--- config.mk ---
export PLATFORM = sky130hd
export DESIGN_NAME = alu_rr_arbiter
export DESIGN_NICKNAME = d
export VERILOG_FILES = /design/src/rtl/alu_rr_arbiter.sv
export SDC_FILE = /design/constraint.sdc
export NUM_CORES = 1
export LEC_CHECK = 0
export BUFFER_PORTS_ARGS = -buffer_cell sky130_fd_sc_hd__buf_2
export CELL_PAD_IN_SITES_DETAIL_PLACEMENT = 0
export CELL_PAD_IN_SITES_GLOBAL_PLACEMENT = 2
export CORE_AREA = 3 3 201 203
export DETAILED_ROUTE_END_ITERATION = 16
export DIE_AREA = 0 0 204 206
export PLACE_DENSITY = 0.79
export RECOVER_POWER = 50
export SLEW_MARGIN = 20
export SYNTH_ARGS = -nofsm -noshare
export SYNTH_HDL_FRONTEND = slang
export SYNTH_SLANG_ARGS = --single-unit
--- constraint.sdc ---
create_clock -name clk -period 5.42 [get_ports clk]
set_input_delay 0.813 -clock clk [delete_from_list [all_inputs] [get_ports clk]]
set_output_delay 0.813 -clock clk [all_outputs]
set_load 0.01 [all_outputs]
--- src/rtl/alu_rr_arbiter.sv ---
// alu_rr_arbiter: round-robin sequencer sharing one 32-bit ALU
// among NUM_REQ requesters, one operation in flight at a time.
module alu_rr_arbiter #(
    parameter int NUM_REQ = 4,
    parameter int ID_W    = 2
) (
    input  logic                  clk,
    input  logic                  rst_n,
    input  logic [NUM_REQ-1:0]    req_valid,
    output logic [NUM_REQ-1:0]    req_ready,
    input  logic [32*NUM_REQ-1:0] req_a,
    input  logic [32*NUM_REQ-1:0] req_b,
    input  logic [3*NUM_REQ-1:0]  req_sel,
    output logic                  rsp_valid,
    input  logic                  rsp_ready,
    output logic [ID_W-1:0]       rsp_id,
    output logic [31:0]           rsp_data,
    output logic                  rsp_zero
);

    localparam logic [1:0] S_IDLE = 2'd0;
    localparam logic [1:0] S_EXEC = 2'd1;
    localparam logic [1:0] S_RESP = 2'd2;

    logic [1:0]      r_state;
    logic [ID_W-1:0] r_last;
    logic [ID_W-1:0] r_id;
    logic [31:0]     r_a;
    logic [31:0]     r_b;
    logic [2:0]      r_sel;
    logic [31:0]     r_data;
    logic            r_zero;

    logic            w_found;
    logic [ID_W-1:0] w_win;
    logic [ID_W-1:0] w_idx;
    logic [31:0]     w_alu;

    // Scan from farthest to nearest so the requester right after
    // last_grant is the one left standing.
    always_comb begin
        w_found = 1'b0;
        w_win   = '0;
        w_idx   = '0;
        for (int k = NUM_REQ; k >= 1; k--) begin
            w_idx = ID_W'((int'(r_last) + k) % NUM_REQ);
            if (req_valid[w_idx]) begin
                w_found = 1'b1;
                w_win   = w_idx;
            end
        end
    end

    assign req_ready = (rst_n && r_state == S_IDLE && w_found)
                     ? (NUM_REQ'(1) << w_win) : '0;

    always_comb begin
        w_alu = '0;
        case (r_sel)
            3'b000: w_alu = r_a + r_b;
            3'b001: w_alu = r_a - r_b;
            3'b010: w_alu = r_a & r_b;
            3'b011: w_alu = r_a | r_b;
            3'b100: w_alu = r_a ^ r_b;
            3'b101: w_alu = ~r_a;
            3'b110: w_alu = {r_a[30:0], 1'b0};
            3'b111: w_alu = {1'b0, r_a[31:1]};
        endcase
    end

    always_ff @(posedge clk or negedge rst_n) begin
        if (!rst_n) begin
            r_state <= S_IDLE;
            r_last  <= ID_W'(NUM_REQ - 1);
            r_id    <= '0;
            r_a     <= '0;
            r_b     <= '0;
            r_sel   <= '0;
            r_data  <= '0;
            r_zero  <= 1'b0;
        end else begin
            case (r_state)
                S_IDLE: begin
                    if (w_found) begin
                        r_a     <= req_a[32*w_win +: 32];
                        r_b     <= req_b[32*w_win +: 32];
                        r_sel   <= req_sel[3*w_win +: 3];
                        r_id    <= w_win;
                        r_last  <= w_win;
                        r_state <= S_EXEC;
                    end
                end
                S_EXEC: begin
                    r_data  <= w_alu;
                    r_zero  <= (w_alu == 32'd0);
                    r_state <= S_RESP;
                end
                S_RESP: begin
                    if (rsp_ready) r_state <= S_IDLE;
                end
                default: r_state <= S_IDLE;
            endcase
        end
    end

    assign rsp_valid = (r_state == S_RESP);
    assign rsp_id    = r_id;
    assign rsp_data  = r_data;
    assign rsp_zero  = r_zero;

endmodule

==> results.py, run 1 <==
metrics = {
    "clock_network": {
        "cts_hold_buf": 0,
        "cts-buffers-inserted": 9,
        "h-tree-depth": 3,
        "clockRootBuffer": "clkbuf_16",
        "cts.clk_slew.worst_paths_ns": 0.08,
        "cts_tree": "yes",
        "clock-sinks": 106,
        "clock_path_buffers": 2,
        "clk_latency_ns": 0.38,
    },
    "grt": {
        "grt_first_pass_wirelength_um": 69330,
        "grt_pass1_vias": 11671,
        "antenna_found_initial": 6,
        "grt_max_degree": 136,
        "grt-ovfl-total": 0,
        "track_usage_pct": 21.06,
    },
    "timing": {
        "final_hold_viol_count": 0,
        "slew_violations": 165,
        "rsz0062_at_grt": "no",
        "worstMarginPinSlew_ns": 2.255,
        "period_needed_ns": 5.131,
        "relSlewSlack_pct": -50.32,
        "setup_viol": 0,
        "maxClockFrequency_mhz": 194.9,
        "fin_crit_sh_pct": 94.66,
        "setup_tns_ns": 0,
        "fin_skew_ns": 0.009700,
    },
    "run_status": {
        "violations": "capacitance limit, slew limit",
        "status": "complete, but fails checks",
    },
    "worst_setup_path": {
        "cp-start-kind": "flop",
        "worstSetupPathType": "flop to flop",
        "end_kind": "flop",
        "cp.arrival_ns": 5.42,
        "path_max_fanout": 7,
        "worstPathRequired_ns": 5.71,
    },
    "power": {
        "p_per_area_mw_per_mm2": 767.0,
        "p_clk_share_pct": 6.5,
        "p_int_mw": 4.414,
        "p_sw_share_pct": 57.17,
        "p_leak_nw": 6.400,
        "power_frac_comb_pct": 77.0,
        "ir_drop_mv": 0.3285,
        "switchingPower_mw": 5.891,
        "seqPwrFrac_pct": 16.5,
    },
    "synthesis": {
        "synth_fp_nets": 1965,
        "synth.ff_latch_count": 106,
        "postSynthCellCount": 1593,
        "synth_cell_types": 89,
        "synth_area_mm2": 0.01117,
        "synthXorXnorAreaFrac_pct": 3.919,
        "synth_top_family_by_area": "simple AND/OR/NAND/NOR gates",
        "synth_compound_area_share_pct": 24.77,
        "yosysWarningCount": 0,
        "synthSimpleGateAreaFrac_pct": 26.48,
        "synth-main-ff-cell": "dfrtp_1",
        "syn_avg_cell_area_um2": 7.015,
        "synth_edf_count": 0,
        "async_flop_share_pct": 100.0,
        "synth.mux.area_fraction_pct": 3.527,
        "synth_adder_area_share_pct": 10.93,
        "yosysSeqAreaShare_pct": 23.76,
    },
    "floorplan": {
        "core-area_mm2": 0.03865,
        "dieHeight_um": 206,
        "dieArea_mm2": 0.04202,
        "die_x_um": 204,
        "rows": 72,
        "start_util_pct": 28.91,
        "top_level_ports": 315,
    },
    "route": {
        "ant_nets": 0,
        "wl_per_cell_um": 19.23,
        "drtIter0Drc": 830,
        "first_pass_iters": 6,
        "vias": 11984,
        "routed_via_density": 5.097,
        "drc": 0,
        "wirelength_um": 45200,
    },
    "placement": {
        "dp.final_hpwl_um": 35560,
        "placed_area_mm2": 0.01317,
        "gp_congestion": 0.8716,
        "io_buffers": 314,
    },
    "flow_run": {
        "drv_cap": 4,
    },
    "cells_and_area": {
        "fill_cells": 4277,
        "syn_to_final_growth_pct": 20.23,
        "drive_gt1_share_pct": 20.49,
        "fin_util_pct": 34.76,
        "final_area_mm2": 0.01344,
        "nNetsFinal": 2197,
    },
    "hold_path": {
        "hp-class": "flop to flop",
    },
}
==> what timing repair did <==
| action | in CTS | in global routing |
|---|---|---|
| endpoints found under the setup margin | 0 | 1 |
| setup buffers | 0 | 0 |
| resized for setup | 0 | 3 |
==> cell usage in the layout, fill, tap and decap left out, types with 5 or more instances in the layout <==
master / instances
o22ai_1: 12
nor4_1: 7
o21ai_1: 5
ha_1: 96
nand2b_1: 15
xnor2_1: 39
nor3_1: 10
o211ai_1: 74
a221oi_1: 9
buf_2: 294
a21o_1: 9
a221o_1: 5
nand3_1: 75
nand3b_1: 5
clkbuf_1: 23
nand2_1: 463
o21ai_0: 148
o41ai_1: 6
nor2_1: 68
inv_1: 75
buf_4: 11
a31oi_1: 10
a211oi_1: 13
nor2b_1: 5
clkbuf_16: 9
nand4_1: 10
a21oi_1: 69
a22o_1: 6
dfrtp_1: 102
xor2_1: 11
mux2_2: 12
o21a_1: 11
o31ai_1: 7
mux2i_1: 18
==> worst max-delay path: stages, from the launching register on <==
cell	delay, ns
dfrtp_1	0.43
or4_4	0.54
or3_4	0.36
or3_2	0.47
nor3b_2	0.20
buf_4	0.15
a31oi_1	0.10
xnor2_1	0.18
ha_1	0.43
nand2_1	0.19
nor3_2	0.22
a22oi_1	0.14
and3_1	0.23
a21o_1	0.19
xnor2_1	0.12
a21oi_1	0.23
o2111ai_1	0.13
or4b_1	0.53
o31ai_2	0.19
==> metrics by stage <==
| stage | hold WS [ns] | total power, mW | instances | worst slack [ns] |
|---|---|---|---|---|
| 2_1_floorplan | 0.4761 | 7.264 | 1593 | 0.7807 |
| 4_1_cts | 0.4073 | 10.30 | 2348 | 0.2540 |
| 5_1_grt | 0.4974 | 11.41 | 2351 | 0.02102 |
| 6_report | 0.4775 | 10.30 | 2351 | 0.2895 |
| 3_5_place_dp | 0.4597 | 9.566 | 2332 | 0.3050 |
| 3_3_place_gp | 0.4569 | 9.548 | 2332 | 0.4233 |
==> registers in the layout, indices dropped and copies added, names as in the netlist <==
| name | cells |
|---|---|
| r_a | 32 |
| r_b | 32 |
| rsp_data | 32 |
| r_sel | 3 |
| r_last | 2 |
| r_state | 2 |
| rsp_id | 2 |
| rsp_zero | 1 |
==> worst paths after layout <==
kind                              start  slack, ns  depth (start not counted)           end
min in group asynchronous         rst_n       0.98                          1   rsp_data[3]
setup reg to reg                 r_b[8]       0.29                         18      rsp_zero
max in group asynchronous         rst_n       1.33                          2      r_sel[1]
hold / removal             rsp_data[19]       0.48                          2  rsp_data[19]
hold reg to reg            rsp_data[19]       0.48                          2  rsp_data[19]
setup / recovery                 r_b[8]       0.29                         18      rsp_zero
==> metal layers <==
layer	wire (um)	vias to the layer above	global-route usage, %
met5	11	-	0
met4	677	2	4.645
met3	2726	33	3.859
met2	18780	352	30.77
met1	23000	5590	31.99
li1	-	6007	-
==> synth_stat cells (4+ instances only) <==
cell type  count  share of area [%]
nand2_1      463                 16
o21ai_0      149                6.7
dfrtp_1      104                 23
ha_1          96                 11
inv_1         75                2.5
nand3_1       75                3.4
o211ai_1      74                5.0
clkbuf_1      72                2.4
a21oi_1       70                3.1
nor2_1        68                2.3
xnor2_1       39                3.1
buf_2         18               0.81
mux2i_1       18                1.6
buf_1         17               0.57
nand2b_1      15               0.84
a211oi_1      13               0.87
mux2_2        12                1.2
o22ai_1       12               0.67
nor3_1        11               0.49
o21a_1        11               0.74
xor2_1        11               0.86
a221oi_1      10               0.78
a31oi_1       10               0.56
nand4_1       10               0.56
a21o_1         9               0.60
nor4_1         7               0.39
o31ai_1        7               0.47
a22o_1         6               0.47
o41ai_1        6               0.47
a221o_1        5               0.45
nand3b_1       5               0.34
nor2b_1        5               0.28
and2_1         4               0.22
o21ai_1        4               0.18
o221ai_1       4               0.31
or3_1          4               0.22
==> kinds of logic after synthesis <==
family,after synthesis
DFF,106
muxes,34
buffers and inverters,187
xor gates and xnor gates,50
AOI/OAI and AO/OA,429
and+or+nand+nor,690
adders and majority gates,97
==> layout make-up <==
cell class,instances,area (um^2),share of cell area [%]
flip-flops and latches,106,2658,19.78
clock buffers,10,229.0,1.704
well taps,518,648.1,4.824
diodes,3,7.507,0.05588
repair buffers,331,1717,12.78
inverters,77,290.3,2.161
clock inverters,6,57.56,0.4284
multi-input cells,1300,7829,58.27
==> power by group through the flow <==
stage / logic, mW / registers, mW / clock network, mW
floorplan: 5.69 / 1.58 / 0
global placement: 7.85 / 1.69 / 0
detailed placement: 7.87 / 1.70 / 0
CTS: 7.92 / 1.69 / 0.695
global route: 8.92 / 1.75 / 0.731
finish: 7.94 / 1.70 / 0.671
Note: power is estimated with default switching activity, not from simulation.
==> run 2: changes to the inputs <==
RECOVER_POWER = default   (was 50)
==> results.py, run 2 (same netlist as run 1, synthesis figures left out) <==
metrics = {
    "run_status": {
        "status": "finished, final reports clean",
    },
    "route": {
        "routed_via_density": 5.095,
        "wl_per_cell_um": 19.19,
        "drc": 0,
        "vias": 11978,
        "first_pass_iters": 5,
        "ant_nets": 0,
        "drtIter0Drc": 874,
        "wirelength_um": 45120,
    },
    "floorplan": {
        "die_x_um": 204,
        "top_level_ports": 315,
        "rows": 72,
        "core-area_mm2": 0.03865,
        "dieArea_mm2": 0.04202,
        "start_util_pct": 28.91,
        "dieHeight_um": 206,
    },
    "timing": {
        "slew_violations": 0,
        "maxClockFrequency_mhz": 194.9,
        "fin_crit_sh_pct": 94.65,
        "final_hold_viol_count": 0,
        "worstMarginPinSlew_ns": 0.9939,
        "period_needed_ns": 5.130,
        "setup_tns_ns": 0,
        "relSlewSlack_pct": 33.50,
        "setup_viol": 0,
        "rsz0062_at_grt": "no",
        "fin_skew_ns": 0.01041,
    },
    "placement": {
        "dp_cells": 2332,
        "dp.final_hpwl_um": 35560,
        "io_buffers": 314,
        "gp_congestion": 0.8716,
    },
    "power": {
        "switchingPower_mw": 5.882,
        "p_per_area_mw_per_mm2": 765.6,
        "p_sw_share_pct": 57.03,
        "p_int_mw": 4.432,
        "seqPwrFrac_pct": 16.5,
        "p_clk_share_pct": 6.5,
        "p_leak_nw": 6.471,
        "power_frac_comb_pct": 77.1,
        "ir_drop_mv": 0.3249,
    },
    "clock_network": {
        "cts.clk_slew.worst_paths_ns": 0.08,
        "cts_tree": "yes",
        "cts-buffers-inserted": 9,
        "clockRootBuffer": "clkbuf_16",
        "clock-sinks": 106,
        "h-tree-depth": 3,
        "clk_latency_ns": 0.38,
        "cts_hold_buf": 0,
        "clock_path_buffers": 2,
    },
    "cells_and_area": {
        "syn_to_final_growth_pct": 20.57,
        "nNetsFinal": 2197,
        "final_cell_mix": "nand2_1 (463), buf_2 (313), o21ai_0 (148)",
        "final_common_cell": "nand2_1",
        "drive_gt1_share_pct": 21.75,
        "fin_cells": 2351,
    },
    "worst_setup_path": {
        "end_kind": "flop",
        "worstSetupPathType": "flop to flop",
        "crit_start": "r_b[8]",
        "timing.rr.start": "r_b[8]",
        "worstPathRequired_ns": 5.71,
        "cp-start-kind": "flop",
        "path_max_fanout": 7,
        "cp.arrival_ns": 5.42,
    },
    "grt": {
        "grt_max_degree": 136,
        "antenna_found_initial": 6,
        "track_usage_pct": 21.06,
        "grt-ovfl-total": 0,
        "grt_pass1_vias": 11671,
        "grt_first_pass_wirelength_um": 69330,
    },
    "flow_run": {
        "drv_cap": 0,
    },
    "hold_path": {
        "hp-class": "primary input to asynchronous set/reset pin",
    },
}
==> run 2: changes by cell type in the layout (fill, tap and decap cells not counted), sizes merged <==
cell | previous run | this run
buf | 309 | 331
clkbuf | 32 | 10
==> run 2: metal layers <==
metal	GRT usage [%]	vias up	part of all wire, %
li1	-	6009	-
met4	4.645	2	1.5
met5	0	-	0.024
met3	3.859	35	6.5
met2	30.77	396	42
met1	31.99	5536	50
==> run 2: worst max-delay path: stages, from the launching register on <==
cell and delay (ns):
dfrtp_1 0.44, or4_4 0.54, or3_4 0.36, or3_2 0.47, nor3b_2 0.20, buf_4 0.16, a31oi_1 0.10, xnor2_1 0.18
ha_1 0.43, nand2_1 0.19, nor3_2 0.22, a22oi_1 0.14, and3_1 0.22, a21o_1 0.20, xnor2_1 0.12, a21oi_1 0.23
o2111ai_1 0.13, or4b_1 0.53, o31ai_2 0.19
==> run 2: layout make-up <==
cell class,instances,area [um^2]
clock buffers,10,229.0
inverters,77,290.3
repair buffers,331,1752
flip-flops and latches,106,2658
fillers,4276,25170
clock inverters,6,57.56
multi-input cells,1300,7831
diodes,3,7.507
well taps,518,648.1
==> run 2: metrics by stage <==
step           power [mW]  utilization [%]  hold WS, ns  area [um^2]  setup slack (ns)
4_1_cts             10.30            34.81       0.4073        13450            0.2540
3_5_place_dp        9.566            34.07       0.4597        13170            0.3050
5_1_grt             11.42            34.86       0.4170        13470           0.02102
6_report            10.31            34.86       0.3824        13470            0.2898
3_3_place_gp        9.548            34.07       0.4569        13170            0.4233
2_1_floorplan       7.264                -       0.4761        11170            0.7807
==> run 2: what timing repair did <==
action,4_1_cts,5_1_grt
resized for setup,0,3
setup endpoints to repair,0,1
setup buffers,0,0
==> run 2: power by group through the flow <==
| stage | clock [mW] | combinational [mW] | sequential (mW) |
|---|---|---|---|
| floorplan | 0 | 5.69 | 1.58 |
| global placement | 0 | 7.85 | 1.69 |
| detailed placement | 0 | 7.87 | 1.70 |
| CTS | 0.695 | 7.92 | 1.69 |
| global route | 0.731 | 8.94 | 1.75 |
| finish | 0.669 | 7.95 | 1.70 |
==> run 2: worst paths after layout <==
path | slack (ns) | end | depth (start not counted)
worst max-delay path | 0.29 | rsp_zero | 18
worst min-delay path | 0.38 | rsp_data[3] | 1
worst max register to register | 0.29 | rsp_zero | 18
worst min register to register | 0.47 | rsp_data[11] | 2
max in group asynchronous | 4.08 | r_sel[1] | 2
min in group clk | 0.47 | rsp_data[11] | 2
==> run 3: changes to the inputs <==
CORE_AREA = 3 3 212 214   (was 3 3 201 203)
DIE_AREA = 0 0 215 217   (was 0 0 204 206)
PLACE_DENSITY = 0.75   (was 0.79)
REMOVE_ABC_BUFFERS = 1   (was default)
clock period = 4.3 ns   (was 5.42 ns; I/O delays follow)
==> results.py, run 3 (same netlist as run 1, synthesis figures left out) <==
metrics = {
    "grt": {
        "antenna_found_initial": 2,
        "grt_max_degree": 134,
        "grt-ovfl-total": 0,
        "grt_first_pass_wirelength_um": 71400,
        "track_usage_pct": 19.26,
        "grt_pass1_vias": 12564,
    },
    "timing": {
        "fin_crit_sh_pct": 109.9,
        "setup_viol": 6,
        "worstMarginPinSlew_ns": 0.9171,
        "maxClockFrequency_mhz": 211.5,
        "fin_skew_ns": 0.01121,
        "slew_violations": 0,
        "final_hold_viol_count": 0,
        "setup_tns_ns": -0.7380,
        "rsz0062_at_grt": "yes",
        "layout_setup_ws_ns": -0.4273,
        "relSlewSlack_pct": 38.74,
        "period_needed_ns": 4.727,
    },
    "worst_setup_path": {
        "worstPathRequired_ns": 4.58,
        "path_max_fanout": 3,
        "worstSetupPathType": "flop to flop",
        "end_kind": "flop",
        "reg2reg_to": "rsp_zero",
        "critPathMaxStageDelay_ns": 0.55,
        "path_cells": "or4_4, or3_4, or3_4, nor3b_4, buf_4, a31oi_2, xnor2_1, ha_1, nand2_2, buf_4, o21a_1, and3_1, a21o_1, xnor2_1, a21oi_2, o2111ai_1, or4b_4, o31ai_2",
        "timing.rr.start": "r_b[10]",
        "r2r_cells": 18,
        "cp-start-kind": "flop",
        "rrSetupSlack_ns": -0.43,
        "cp.arrival_ns": 5.01,
        "cpMaxStageDelayCell": "or4b_4",
    },
    "clock_network": {
        "cts_tree": "yes",
        "clk_latency_ns": 0.37,
        "clock-sinks": 106,
        "clock_path_buffers": 2,
        "clockRootBuffer": "clkbuf_16",
        "h-tree-depth": 3,
        "cts.clk_slew.worst_paths_ns": 0.07,
        "cts_hold_buf": 0,
        "cts-buffers-inserted": 9,
    },
    "floorplan": {
        "dieArea_mm2": 0.04666,
        "rows": 76,
        "start_util_pct": 25.94,
        "core-area_mm2": 0.04308,
        "die_x_um": 215,
        "dieHeight_um": 217,
        "top_level_ports": 315,
    },
    "route": {
        "drtIter0Drc": 571,
        "drc": 0,
        "vias": 12466,
        "first_pass_iters": 5,
        "routed_via_density": 4.785,
        "wirelength_um": 46040,
        "wl_per_cell_um": 17.68,
        "ant_nets": 0,
    },
    "cells_and_area": {
        "nNetsFinal": 2387,
        "final_common_cell": "nand2_1",
        "final_area_mm2": 0.01531,
        "fill_cells": 4658,
        "diodes": 0,
        "syn_to_final_growth_pct": 36.98,
        "drive_gt1_share_pct": 31.29,
        "final_cell_mix": "nand2_1 (460), buf_2 (313), buf_4 (198)",
        "regArea_mm2": 0.002659,
        "multi_input_area_mm2": 0.008110,
    },
    "placement": {
        "placed_area_mm2": 0.01465,
        "dp.final_hpwl_um": 36190,
        "io_buffers": 314,
        "pre_cts_ws_ns": -0.7604,
        "gp_congestion": 0.8724,
    },
    "power": {
        "p_per_area_mw_per_mm2": 1072,
        "ir_drop_mv": 0.4467,
        "p_leak_nw": 7.492,
    },
    "hold_path": {
        "min-delay-start": "rsp_data[30]",
        "worstHoldPathCells": 2,
        "whs_endpoint": "rsp_data[30]",
        "hp-class": "flop to flop",
    },
    "run_status": {
        "violations": "setup timing",
        "status": "complete, but fails checks",
    },
    "flow_run": {
        "drv_cap": 0,
    },
}
==> run 3: cell types whose count changed in the layout (fill, tap and decap cells not counted), sizes merged <==
cell	before	now
buf	331	521
bufinv	0	1
clkbuf	10	11
clkinv	1	3
clkinvlp	2	0
diode	3	0
inv	80	78
==> run 3: layout make-up <==
cell class,count,area share [%]
well taps,585,4.782
clock buffers,11,1.586
inverters,77,1.905
multi-input cells,1300,52.98
repair buffers,521,21.02
flip-flops and latches,106,17.37
clock inverters,5,0.3515
==> run 3: per-stage QoR <==
| stage | instances | utilization (%) | power [mW] | hold WS (ns) |
|---|---|---|---|---|
| 6_report | 2605 | 35.54 | 16.41 | 0.4730 |
| 5_1_grt | 2605 | 35.54 | 17.98 | 0.4851 |
| 4_1_cts | 2600 | 35.16 | 16.18 | 0.4721 |
| 3_5_place_dp | 2581 | 34.00 | 14.85 | 0.4624 |
| 3_3_place_gp | 2581 | 34.00 | 14.81 | 0.4541 |
| 2_1_floorplan | 1483 | - | 9.078 | 0.3494 |
==> run 3: worst max-delay path, delay by kind of cell (launching register included) <==
family                     cells  cell delay [ns]
and+or+nand+nor                7             2.34
adders and majority gates      1             0.34
buffers and inverters          2             0.33
xor gates and xnor gates       2             0.29
DFF                            1             0.38
AOI/OAI and AO/OA              6             0.95
==> run 3: layer usage <==
metal | up-vias | routed length, um | GRT usage (%)
li1 | 6393 | - | -
met1 | 5751 | 22270 | 26.66
met2 | 276 | 20560 | 31.08
met3 | 42 | 2165 | 3.337
met4 | 4 | 1017 | 5.155
met5 | - | 34 | 0
==> run 3: worst max-delay path by stage <==
stage,start,endpoint,slack [ns],depth (start not counted)
after global placement,r_b[10],rsp_zero,-0.68,18
final,r_b[10],rsp_zero,-0.43,18
after floorplan,req_valid[3],req_ready[0],-2.56,3
after global routing,r_b[5],rsp_zero,-0.64,18
after CTS,r_b[10],rsp_zero,-0.45,18
after detailed placement,r_b[10],rsp_zero,-0.76,18
==> run 3: repair_timing <==
item | CTS | global route
gates cloned | 0 | 0
hold endpoints to repair | 0 | 0
setup endpoints to repair | 11 | 10
setup buffers | 4 | 5
gates resized for setup | 42 | 28
pin swaps | 22 | 22
==> run 3: power by group <==
part | switching, mW | internal, mW
Sequential | 0.551 | 1.52
Combinational | 7.41 | 6.04
Clock | 0.413 | 0.468
